### src/rtl/hamming_pkg.sv
// hamming_pkg: shared types, flag codes and codeword geometry helpers for hamming_engine
package hamming_pkg;

  typedef enum logic [2:0] {IDLE, READ, CALC, WRITE, DONE} state_t;

  typedef enum logic {MODE_ENC, MODE_DEC} mode_t;

  localparam logic [1:0] FLAG_OK  = 2'b00;
  localparam logic [1:0] FLAG_SEC = 2'b01;
  localparam logic [1:0] FLAG_DED = 2'b10;

  function automatic int calc_r(input int dw);
    int r;
    r = 0;
    while ((1 << r) < dw + r + 1) r = r + 1;
    return r;
  endfunction

  function automatic int calc_cw(input int dw);
    return dw + calc_r(dw) + 1;
  endfunction

  function automatic int calc_bytes(input int dw);
    return calc_cw(dw) / 8;
  endfunction

  function automatic logic is_pow2(input int v);
    return (v & (v - 1)) == 0;
  endfunction

endpackage

### src/rtl/hamming_codec.sv
// hamming_codec: combinational SECDED encode, syndrome, single-bit correction and data extraction
module hamming_codec import hamming_pkg::*; #(
  parameter int DATA_W = 11
) (
  input  logic [DATA_W-1:0]          data,
  input  logic [calc_cw(DATA_W)-1:0] cw_in,
  output logic [calc_cw(DATA_W)-1:0] enc_cw,
  output logic [DATA_W-1:0]          dec_data,
  output logic [1:0]                 flag
);

  localparam int R    = calc_r(DATA_W);
  localparam int CW_W = calc_cw(DATA_W);

  logic [R-1:0]    syn;
  logic            tot;
  logic [CW_W-1:0] fixed;

  // scatter data into non-power-of-two slots, then fill Hamming parities and overall parity at bit 0
  always_comb begin
    int j;
    enc_cw = '0;
    j = 0;
    for (int q = 1; q < CW_W; q++)
      if (!is_pow2(q)) begin
        enc_cw[q] = data[j];
        j = j + 1;
      end
    for (int i = 0; i < R; i++)
      for (int q = 1; q < CW_W; q++)
        if (q != (1 << i) && (q & (1 << i)) != 0) enc_cw[1 << i] = enc_cw[1 << i] ^ enc_cw[q];
    enc_cw[0] = ^enc_cw[CW_W-1:1];
  end

  // odd total parity means one flipped bit (at the syndrome position, bit 0 if syndrome is zero); even parity with a syndrome means two
  always_comb begin
    int k;
    syn = '0;
    for (int q = 1; q < CW_W; q++)
      if (cw_in[q]) syn = syn ^ R'(q);
    tot = ^cw_in;
    fixed = tot ? cw_in ^ (CW_W'(1) << syn) : cw_in;
    flag = tot ? FLAG_SEC : (syn != '0) ? FLAG_DED : FLAG_OK;
    dec_data = '0;
    k = 0;
    for (int q = 1; q < CW_W; q++)
      if (!is_pow2(q)) begin
        dec_data[k] = fixed[q];
        k = k + 1;
      end
  end

endmodule

### src/rtl/hamming_engine.sv
// hamming_engine: memory-to-memory SECDED encoder/decoder; HAMMING_ERR_STATS_EN enables saturating decode error counters
module hamming_engine import hamming_pkg::*; #(
  parameter int DATA_W   = 11,
  parameter int NUM_MSG  = 15,
  parameter int SRC_BASE = 0,
  parameter int DST_BASE = 30,
  parameter int ADDR_W   = 8
) (
  input  logic              clk,
  input  logic              reset,
  input  logic              req,
  input  logic              mode,
  output logic              done,
  output logic [ADDR_W-1:0] mem_addr,
  output logic              mem_wr_en,
  output logic [7:0]        mem_wdata,
  input  logic [7:0]        mem_rdata,
  output logic [7:0]        err_single_cnt,
  output logic [7:0]        err_double_cnt
);

  localparam int         CW_W     = calc_cw(DATA_W);
  localparam int         BYTES    = calc_bytes(DATA_W);
  localparam logic [2:0] RD_LAST  = 3'(BYTES);
  localparam logic [2:0] WR_LAST  = 3'(BYTES - 1);
  localparam logic [6:0] MSG_LAST = 7'(NUM_MSG - 1);

  state_t          state;
  mode_t           mode_q;
  logic [2:0]      cnt;
  logic [6:0]      msg;
  logic [CW_W-1:0] cw, wbuf, enc_cw, dec_word, word;
  logic [DATA_W-1:0] dec_data;
  logic [1:0]      flag;
  logic            start;

  function automatic logic [ADDR_W-1:0] msg_addr(input int base, input logic [6:0] m);
    return ADDR_W'(base + BYTES * int'(m));
  endfunction

  hamming_codec #(.DATA_W(DATA_W)) u_codec (
    .data     (cw[DATA_W-1:0]),
    .cw_in    (cw),
    .enc_cw   (enc_cw),
    .dec_data (dec_data),
    .flag     (flag)
  );

  assign start    = (state == IDLE || state == DONE) && req;
  assign dec_word = CW_W'(dec_data) | (CW_W'(flag) << (CW_W - 2));
  assign word     = (mode_q == MODE_DEC) ? dec_word : enc_cw;

  // sequencer: READ issues BYTES addresses and spends one extra cycle catching the last byte, CALC latches the result, WRITE streams it out LSB first
  always_ff @(posedge clk or negedge reset) begin
    if (!reset) begin
      state     <= IDLE;
      mode_q    <= MODE_ENC;
      cnt       <= '0;
      msg       <= '0;
      cw        <= '0;
      wbuf      <= '0;
      done      <= 1'b0;
      mem_addr  <= '0;
      mem_wr_en <= 1'b0;
      mem_wdata <= '0;
    end else begin
      case (state)
        IDLE, DONE: if (start) begin
          state    <= READ;
          mode_q   <= mode_t'(mode);
          cnt      <= '0;
          msg      <= '0;
          done     <= 1'b0;
          mem_addr <= msg_addr(SRC_BASE, 7'd0);
        end
        READ: begin
          if (cnt != '0) cw <= (cw >> 8) | (CW_W'(mem_rdata) << (CW_W - 8));
          mem_addr <= mem_addr + ADDR_W'(1);
          if (cnt == RD_LAST) begin
            state <= CALC;
            cnt   <= '0;
          end else cnt <= cnt + 3'd1;
        end
        CALC: begin
          state     <= WRITE;
          cnt       <= '0;
          wbuf      <= word >> 8;
          mem_wdata <= word[7:0];
          mem_wr_en <= 1'b1;
          mem_addr  <= msg_addr(DST_BASE, msg);
        end
        WRITE: if (cnt == WR_LAST) begin
          mem_wr_en <= 1'b0;
          mem_wdata <= '0;
          cnt       <= '0;
          if (msg == MSG_LAST) begin
            state    <= DONE;
            done     <= 1'b1;
            mem_addr <= '0;
          end else begin
            state    <= READ;
            msg      <= msg + 7'd1;
            mem_addr <= msg_addr(SRC_BASE, msg + 7'd1);
          end
        end else begin
          cnt       <= cnt + 3'd1;
          mem_addr  <= mem_addr + ADDR_W'(1);
          mem_wdata <= wbuf[7:0];
          wbuf      <= wbuf >> 8;
        end
        default: state <= IDLE;
      endcase
    end
  end

`ifdef HAMMING_ERR_STATS_EN
  // per-run decode error tallies, cleared on each accepted start and saturating at 255
  always_ff @(posedge clk or negedge reset) begin
    if (!reset) begin
      err_single_cnt <= '0;
      err_double_cnt <= '0;
    end else if (start) begin
      err_single_cnt <= '0;
      err_double_cnt <= '0;
    end else if (state == CALC && mode_q == MODE_DEC) begin
      if (flag == FLAG_SEC && err_single_cnt != 8'hFF) err_single_cnt <= err_single_cnt + 8'd1;
      if (flag == FLAG_DED && err_double_cnt != 8'hFF) err_double_cnt <= err_double_cnt + 8'd1;
    end
  end
`else
  assign err_single_cnt = '0;
  assign err_double_cnt = '0;
`endif

endmodule
### config.mk
export PLATFORM = sky130hd
export DESIGN_NAME = hamming_engine
export DESIGN_NICKNAME = d
export VERILOG_FILES = /design/src/rtl/hamming_pkg.sv /design/src/rtl/hamming_codec.sv /design/src/rtl/hamming_engine.sv
export SDC_FILE = /design/constraint.sdc
export NUM_CORES = 1
export LEC_CHECK = 0
export BUFFER_PORTS_ARGS = -buffer_cell sky130_fd_sc_hd__buf_2
export CAP_MARGIN = 10
export CORE_MARGIN = 2
export CORE_UTILIZATION = 60
export DETAILED_ROUTE_END_ITERATION = 12
export GPL_TIMING_DRIVEN = 1
export HOLD_SLACK_MARGIN = 0.05
export PLACE_DENSITY = 0.84
export SLEW_MARGIN = 10
export SYNTH_ARGS = -nofsm -noshare
export SYNTH_HDL_FRONTEND = slang
export SYNTH_SLANG_ARGS = --single-unit
### constraint.sdc
create_clock -name clk -period 4.59 [get_ports clk]
set_clock_uncertainty 0.2 [all_clocks]
set_input_delay 0.459 -clock clk [delete_from_list [all_inputs] [get_ports clk]]
set_output_delay 0.459 -clock clk [all_outputs]
set_load 0.03 [all_outputs]
; Word level (Yosys, flattened, before mapping)
; Cells that the tools add are included.
[op_classes]
n_addsub = 4
eq_ne = 13
shifts = 1
muxes = 46
n_bitwise = 41
n_reduce_logical = 19
[op_table]
columns = cell, count
row1 = 2-to-1 mux 16 bit, 3
row2 = 2-to-1 mux 3 bit, 11
row3 = 2-to-1 mux 4 bit, 8
row4 = 2-to-1 mux 8 bit, 4
row5 = one-hot mux 16 bit (2 select lines), 1
row6 = one-hot mux 8 bit (4 select lines), 1
row7 = one-hot mux 3 bit (4 select lines), 2
row8 = bitwise XOR 1 bit, 24
row9 = 2-to-1 mux 7 bit, 3
row10 = bitwise OR 11 x 16 -> 16 bit, 1
row11 = bitwise OR 8 x 16 -> 16 bit, 1
row12 = one-hot mux 8 bit (2 select lines), 1
row13 = parity 16 bit, 1
row14 = "<< shifter 1 x 4 -> 16 bit, first input constant", 1
row15 = bitwise XOR 16 bit, 1
row16 = parity 15 bit, 1
row17 = one-hot mux 7 bit (2 select lines), 1
row18 = "inequality test 2 bit, second input constant", 6
row19 = inverter 2 bit, 6
row20 = inverter 3 bit, 4
row21 = AND reduction 2 bit, 5
row22 = "== test 3 x 2 -> 1 bit, second input constant", 3
row23 = "adder 5 x 8 -> 8 bit, first input constant", 1
row24 = "adder 8 x 1 -> 8 bit, second input constant", 1
row25 = other kinds (19), 33
[word_totals]
ff_bits = 64
in_bits = 12
output_inout_bits = 34
word_cells = 134

; Longest topological paths before layout
; Gate-level depths: netlist of the first run.
[logic_depth]
ltp_word = 32
depth_mapped = 9
mapped_depth_nobuf = 8

; Cells and area by module
; A second synthesis of the first run with hierarchy kept.
[unflattened]
cells_unflattened = 434
hier_area_um2 = 3982.6
[by_module_without_submodules]
columns = mod, n_inst, cells_each, area_per_inst_um2, seq_area_each_um2
row1 = hamming_engine, 1, 316, 3084.2, 1401.3
row2 = hamming_codec, 1, 118, 898.4, 0.0

; Worst setup path before layout of the first run
; No wires, ideal clock.
[synth_path]
path_type = register to register
startpoint = register cw[9]
endpoint = register mem_wdata[4]
setup_ps = 138
t_arrival_ps = 1906
required_ps = 4252
path_slack_ps = 2346
path_stages_with_launch = 7
path_buffers = 0
period_less_slack_ps = 2244
cell_sequence = dfrtp_1 xnor3_2 xnor2_2 nor4_1 o22ai_1 xor2_1 o221ai_2
[synth_via]
elab_chain_cells = 19
elab_cells_between_ends = 22
classes_between = shift: 1 / mux: 10 / bitwise: 10 / reduce/logical: 1
[synth_rtl]
columns = item, line
row1 = "start, declared", hamming_engine.sv:32  ; logic [CW_W-1:0] cw, wbuf, enc_cw, dec_word, word;
row2 = "start signal, assigned", hamming_engine.sv:77  ; if (cnt != '0) cw <= (cw >> 8) | (CW_W'(mem_rdata) << (CW_W - 8));
row3 = 2-to-1 mux 4 bit, hamming_codec.sv:40  ; if (cw_in[q]) syn = syn ^ R'(q);
row4 = inverter 2 bit (no line), --
row5 = 2-to-1 mux 4 bit, hamming_codec.sv:40
row6 = inverter 3 bit (no line), --
row7 = 2-to-1 mux 4 bit, hamming_codec.sv:40
row8 = inverter 2 bit (no line), --
row9 = 2-to-1 mux 4 bit, hamming_codec.sv:40
row10 = inverter 3 bit (no line), --
row11 = [... 3 more ...], --
row12 = inverter 4 bit (no line), --
row13 = 2-to-1 mux 4 bit, hamming_codec.sv:40
row14 = << shifter 1 x 4 -> 16 bit, hamming_codec.sv:42  ; fixed = tot ? cw_in ^ (CW_W'(1) << syn) : cw_in;
row15 = bitwise XOR 16 bit, hamming_codec.sv:42
row16 = 2-to-1 mux 16 bit, hamming_codec.sv:42
row17 = bitwise OR 11 x 16 -> 16 bit, hamming_engine.sv:50  ; assign dec_word = CW_W'(dec_data) | (CW_W'(flag) << (CW_W - 2));
row18 = 2-to-1 mux 16 bit (*), hamming_engine.sv:51  ; assign word = (mode_q == MODE_DEC) ? dec_word : enc_cw;
row19 = one-hot mux 8 bit (2 select lines) (*), hamming_engine.sv:67  ; case (state)
row20 = "end signal, assigned", hamming_engine.sv:88  ; mem_wdata <= word[7:0];
row21 = "end signal, assigned", hamming_engine.sv:108  ; mem_wdata <= wbuf[7:0];
row22 = "end, declared", hamming_engine.sv:16  ; output logic [7:0] mem_wdata,
; Every way passes the cells marked *; elsewhere a longest branch is shown, timed or not.
; A chain may end at the register's enable or synchronous reset.

; Worst setup path in the final report of the first run
[layout_path]
startpoint = register state[1]
endpoint = register mem_wdata[4]
[layout_via]
elab_chain_cells = 2
elab_cells_between_ends = 4
classes_between = eq/ne: 2 / mux: 1 / reduce/logical: 1
[layout_rtl]
columns = item, line
row1 = "start, declared", hamming_engine.sv:28  ; state_t state;
row2 = "start signal, assigned", hamming_engine.sv:56  ; state <= IDLE;
row3 = "start signal, assigned", hamming_engine.sv:69  ; state <= READ;
row4 = "start signal, assigned", hamming_engine.sv:80  ; state <= CALC;
row5 = == test 3 x 2 -> 1 bit, hamming_engine.sv:67
row6 = one-hot mux 8 bit (2 select lines) / nonzero test 2 bit (equally long branches), --
; Parallel ways exist; a longest one is shown, timed or not.

==> run_results.csv, run 1 <==
group,metric,value,unit
global_route,antenna_found_initial,0,
final_layout,n_antenna_cell,0,
global_route,grt_pass1_wl,14200,um
critical_path,startpoint_type,"register",
clocking,cts_buffers,5,
sta,slew_violations,0,
clocking,cts_tree,"yes",
synth,async_flop_share,100,%
synth,ys_warn_count,0,
global_route,grt_pass1_vias,2838,
route,vias_per_cell,6.24,
synth,synth_ff_type,"dfrtp_1",
floorplanning,dieHeight,84.6,um
synth,ys_seq_area_share,36.0,%
critical_path,cp.arrival,2.70,ns
global_route,overflow,0,
route,drc,0,
sta,max_slew_margin,48.0,%
synth,yosys.area_share.xor_xnor,18.1,%
synth,synth_cells,396,
synth,ys_ff_latch,56,
clocking,cts_hold_buf,0,
sta,fmax,0.373,GHz
sta,finalHoldViolCount,0,
clocking,clockBufferDepth,2,
critical_path,cp.required,4.61,ns
sta,final.min_clock_period,2.68,ns
route,ant_nets,0,
route,vias,3044,
sta,rsz0062_at_grt,"false",
floorplanning,fp.dieW,84.6,um
clocking,cts.repair.resized,0,
critical_path,critPathKind,"reg2reg",
final_layout,nets,426,
synth,synthSimpleGateAreaFrac,15.2,%
route,wl_per_cell,17.2,um
final_layout,areaGrowthSynthToFinish,5.14,%
clocking,clkTransAtPathRegs,0.09,ns
clocking,cts_root_buf,"clkbuf_8",
floorplanning,coreArea,0.00631,sq mm
final_layout,fin_cells,488,
clocking,clock_latency,0.31,ns
critical_path,reg2reg_slack,1.91,ns
synth,synth_fa_ha_area_share,1.28,%
global_route,globalRouteTotalUtil,24.5,%
flow_run,max_cap_viol_count,0,
clocking,postCtsSetupBuffers,0,
sta,worstMarginPinSlew,0.778,ns
synth,synth_top_family_by_area,"XOR/XNOR gates",
place,placed_cells,480,
synth,synth-compound-area-share,17.3,%
critical_path,cp_max_fo,15,
synth,syn_area,0.00390,sq mm
floorplanning,num_rows,29,
route,wl,8400,um
run_status,outcome,"completed",
synth,synth.avg_cell_area,9.84,sq um
route,drtPass1Iterations,5,
worst_hold_path,hold_class,"in2async",
floorplanning,ios,46,
final_layout,drive_gt1_share,20.2,%
synth,synth_mux_area_share,5.94,%
global_route,grt_start_max_net_pins,57,
clocking,cts_sinks,56,
synth,synthTopCellsByArea,"dfrtp_1 36%, mux2_2 4.9%, xnor2_1 4.7%",
sta,finalCritPeriodShare,58.4,%
synth,synth_area_leader_cell,"dfrtp_1",
floorplanning,dieArea,0.00716,sq mm
final_layout,final-seq-area,0.00140,sq mm
synth,synth-edff-count,0,
sta,finalSetupTns,0,ns
clocking,htreeDepth,2,
final_layout,nFillCells,511,
floorplanning,start_util,61.7,%
sta,setup_violations,0,
place,gp_congestion,0.962,
place,hpwlAfterDp,6320,um
synth,yosysUniqueCellTypes,60,
place,port_buffers,29,
critical_path,end_kind,"register",
final_layout,multi_input_area,0.00233,sq mm
route,drt_iter0_markers,396,
synth,synth_top_area_share,36.0,%
-- logic make-up after synthesis --
| group | count (synthesis) |
|---|---|
| buf+inv | 44 |
| flops | 56 |
| other cells | 1 |
| xor+xnor | 57 |
| simple gates | 108 |
| mux | 21 |
| compound gates | 105 |
| fa+ha+maj | 4 |
-- critical path, stage by stage, from the launching register on --
cell	delay, ns
dfrtp_1	0.70
nand2b_1	0.37
nor2_1	0.66
nand2_1	0.38
o221ai_2	0.28
-- sequential cells by signal (all words and copies together), names as in the netlist --
signal,flops
mem_addr,8
state,3
cw,16
mode_q,1
wbuf,8
done,1
mem_wdata,8
cnt,3
mem_wr_en,1
msg,7
-- stage by stage --
stage	hold WS, ns	setup WS (ns)	instance area, sq um	util (%)
after floorplan	-0.0366	2.35	3950	-
after CTS	0.0924	1.95	4090	64.8
after global placement	0.270	2.01	4000	63.3
final	0.0616	1.91	4100	64.9
after global routing	0.129	1.68	4100	64.9
after detailed placement	0.278	1.98	4000	63.3
-- Yosys cell counts (9+ instances only) --
cell type,number
nand2_1,27
dfrtp_1,56
xnor2_2,9
a21oi_1,20
xnor2_1,21
buf_4,16
mux2_2,17
nor2_1,21
xor2_1,16
clkbuf_1,15
o21ai_0,25
nor3_1,11
o22ai_1,17
-- layer usage --
metal  global-route usage, %  part of all wire (%)  up-vias
met4                    4.91                  0.81        0
met1                    35.2                    44     1502
met2                    40.1                    49      106
li1                        -                     -     1430
met5                       0                     0        -
met3                    3.34                   5.7        6
-- layout by cell type, fill, tap and decap left out, types with 6 or more instances in the layout --
cell,synthesis,final
nor2_1,21,21
o21ai_0,25,25
xor2_1,16,16
a31oi_1,6,6
inv_1,6,6
clkbuf_8,0,6
nand2_1,27,27
buf_2,5,29
conb_1,1,16
mux2_2,17,17
nor4_1,6,6
xnor2_2,9,9
xnor2_1,21,21
nand3_1,6,6
o22ai_1,17,17
a21oi_1,20,20
dfrtp_1,56,56
nand2b_1,8,8
nor3_1,11,10
and3_1,7,7
-- area by class of cell --
| class | instances | area share [%] |
|---|---|---|
| Timing Repair Buffer | 30 | 3.73 |
| Inverter | 6 | 0.550 |
| Sequential cell | 56 | 34.2 |
| Clock buffer | 6 | 2.02 |
| Clock inverter | 2 | 0.336 |
| Multi-Input combinational cell | 311 | 56.8 |
| Tap cell | 77 | 2.35 |
-- worst paths after layout --
check                              from      endpoint  cells past startpoint
max reg2reg                    state[1]  mem_wdata[4]                      4
min in group clk           mem_rdata[1]         cw[9]                      2
min reg2reg                     wbuf[3]       wbuf[3]                      2
min                               reset       wbuf[0]                      2
max                            state[1]  mem_wdata[4]                      4
max in group asynchronous         reset        cw[13]                      2
Power of run 1 is left out: the tool's default activity adds up to more than one toggle a clock period on the data nets, which glitch-free logic cannot reach.
==> inputs of run 2 (changes only) <==
--- a/config.mk
+++ b/config.mk
@@ -8,11 +8,11 @@
 export BUFFER_PORTS_ARGS = -buffer_cell sky130_fd_sc_hd__buf_2
 export CAP_MARGIN = 10
 export CORE_MARGIN = 2
-export CORE_UTILIZATION = 60
+export CORE_UTILIZATION = 59
 export DETAILED_ROUTE_END_ITERATION = 12
 export GPL_TIMING_DRIVEN = 1
 export HOLD_SLACK_MARGIN = 0.05
-export PLACE_DENSITY = 0.84
+export PLACE_DENSITY = 0.83
 export SLEW_MARGIN = 10
 export SYNTH_ARGS = -nofsm -noshare
 export SYNTH_HDL_FRONTEND = slang
==> constraint.sdc (replaced) <==
create_clock -name clk -period 2.8 [get_ports clk]
set_clock_uncertainty 0.2 [all_clocks]
set_input_delay 0.28 -clock clk [delete_from_list [all_inputs] [get_ports clk]]
set_output_delay 0.28 -clock clk [all_outputs]
set_load 0.03 [all_outputs]
==> run 2 against run 1 <==
Die area up 1.6%. Critical path depth grew 2. Via count increased by 5.1%. Cell area is 5.3% higher. Routed wire length is 5.9% higher. Cell count increased by 4.5%. Fmax up 0.96%. Worst setup slack worse by 1.8 ns. Largest cell class unchanged. Highest routed layer unchanged.
==> run_results.csv, run 2 (synthesis gave the netlist of run 1 again) <==
group,metric,value,unit
final_layout,layout_commonest_cell,"dfrtp_1",
clocking,clock_latency,0.32,ns
place,hpwlAfterDp,6500,um
sta,finalHoldViolCount,0,
floorplanning,ios,46,
critical_path,critPathKind,"reg2reg",
critical_path,worst-path-buf-inv,0,
critical_path,cp.arrival,2.70,ns
final_layout,nets,448,
floorplanning,dieHeight,85.3,um
sta,max_slew_margin,46.4,%
global_route,use_met3,4.18,%
clocking,cts_root_buf,"clkbuf_8",
final_layout,areaGrowthSynthToFinish,10.7,%
sta,worstMarginPinSlew,0.799,ns
route,wl,8890,um
sta,finalCritPeriodShare,94.9,%
route,wl_per_cell,17.4,um
sta,rsz0062_at_grt,"false",
critical_path,cp.required,2.84,ns
route,drtPass1Iterations,5,
sta,finalSetupTns,0,ns
floorplanning,start_util,61.0,%
critical_path,cp_max_fo,6,
floorplanning,fp.dieW,85.3,um
global_route,grt_pass1_vias,2958,
place,port_buffers,29,
floorplanning,coreArea,0.00639,sq mm
final_layout,multi_input_area,0.00233,sq mm
global_route,globalRouteTotalUtil,25.5,%
critical_path,startpoint_type,"register",
clocking,cts_buffers,5,
clocking,clockBufferDepth,2,
critical_path,end_kind,"register",
sta,final.min_clock_period,2.66,ns
final_layout,finalCoreUtilization,67.6,%
route,drt_iter0_markers,313,
route,vias,3198,
route,ant_nets,0,
final_layout,nFillCells,492,
floorplanning,num_rows,29,
route,drc,0,
sta,setup_violations,0,
global_route,grt_start_max_net_pins,33,
global_route,overflow,0,
global_route,met2_usage,40.1,%
final_layout,drive_gt1_share,21.7,%
flow_run,max_cap_viol_count,0,
run_status,outcome,"completed",
clocking,clkTransAtPathRegs,0.11,ns
global_route,antenna_found_initial,0,
final_layout,largest_reg_flops,16,
route,vias_per_cell,6.27,
final_layout,final-seq-area,0.00140,sq mm
clocking,htreeDepth,2,
sta,fmax,0.376,GHz
critical_path,cpMaxStageDelayCell,"xnor3_2",
critical_path,crit_path_cell_trace,"xnor3_2 -> xnor2_2 -> nor4_1 -> o22ai_1 -> xor2_1 -> o221ai_2",
final_layout,largest-register,"cw",
critical_path,critPathTopFamily,"XOR/XNOR gates",
floorplanning,dieArea,0.00727,sq mm
critical_path,cpPeakStageDelay,0.61,ns
clocking,cts_sinks,56,
global_route,grt_pass1_wl,14800,um
final_layout,most-common-layout-cells,"56 x dfrtp_1, 29 x buf_2, 27 x nand2_1",
place,gp_congestion,0.960,
sta,slew_violations,0,
global_route,grt-busiest-layer,"met2",
worst_hold_path,hold_class,"in2async",
global_route,grt_use_met1,36.8,%
final_layout,n_antenna_cell,0,
clocking,cts_tree,"yes",
-- run 2: layout make-up --
class                   instances  area share [%]
clock buffers                   6            1.68
inverters                       6           0.522
multi-input cells             311            54.0
flip-flops and latches         56            32.5
clock inverters                 2           0.812
repair buffers                 52            8.29
well taps                      77            2.23
-- run 2: metrics by stage --
step / hold slack, ns / worst slack, ns / area (sq um) / instances
global placement: 0.122 / 0.164 / 4090 / 491
floorplan: -0.216 / 0.556 / 3950 / 411
CTS: 0.306 / 0.144 / 4310 / 510
detailed placement: 0.120 / 0.175 / 4090 / 491
finish: 0.297 / 0.143 / 4310 / 510
global route: 0.331 / 0.0354 / 4310 / 510
-- run 2: timing repair --
action                                  in CTS  in global routing
endpoints found under the hold margin       34                  0
gates resized for setup                      0                  1
hold buffers                                11                  0
buffers inserted                             0                  0
endpoints found under the setup margin       0                  3
-- run 2: layer usage --
layer  share of wire [%]  wire (um)
met4                 1.7        148
met2                  47       4200
met3                 7.4        661
met5                   0          0
met1                  44       3880
-- run 2: final timing paths --
check                           startpoint      endpoint  slack, ns  depth (start not counted)
worst max-delay path                 cw[9]  mem_wdata[4]       0.14                          6
max in group asynchronous            reset        cw[14]       1.52                          3
worst max register to register       cw[9]  mem_wdata[4]       0.14                          6
min in group clk                   wbuf[3]       wbuf[3]       0.30                          2
worst min-delay path                 reset      state[2]       0.30                          2
worst min register to register     wbuf[3]       wbuf[3]       0.30                          2
Power of run 2 is left out for the same reason.
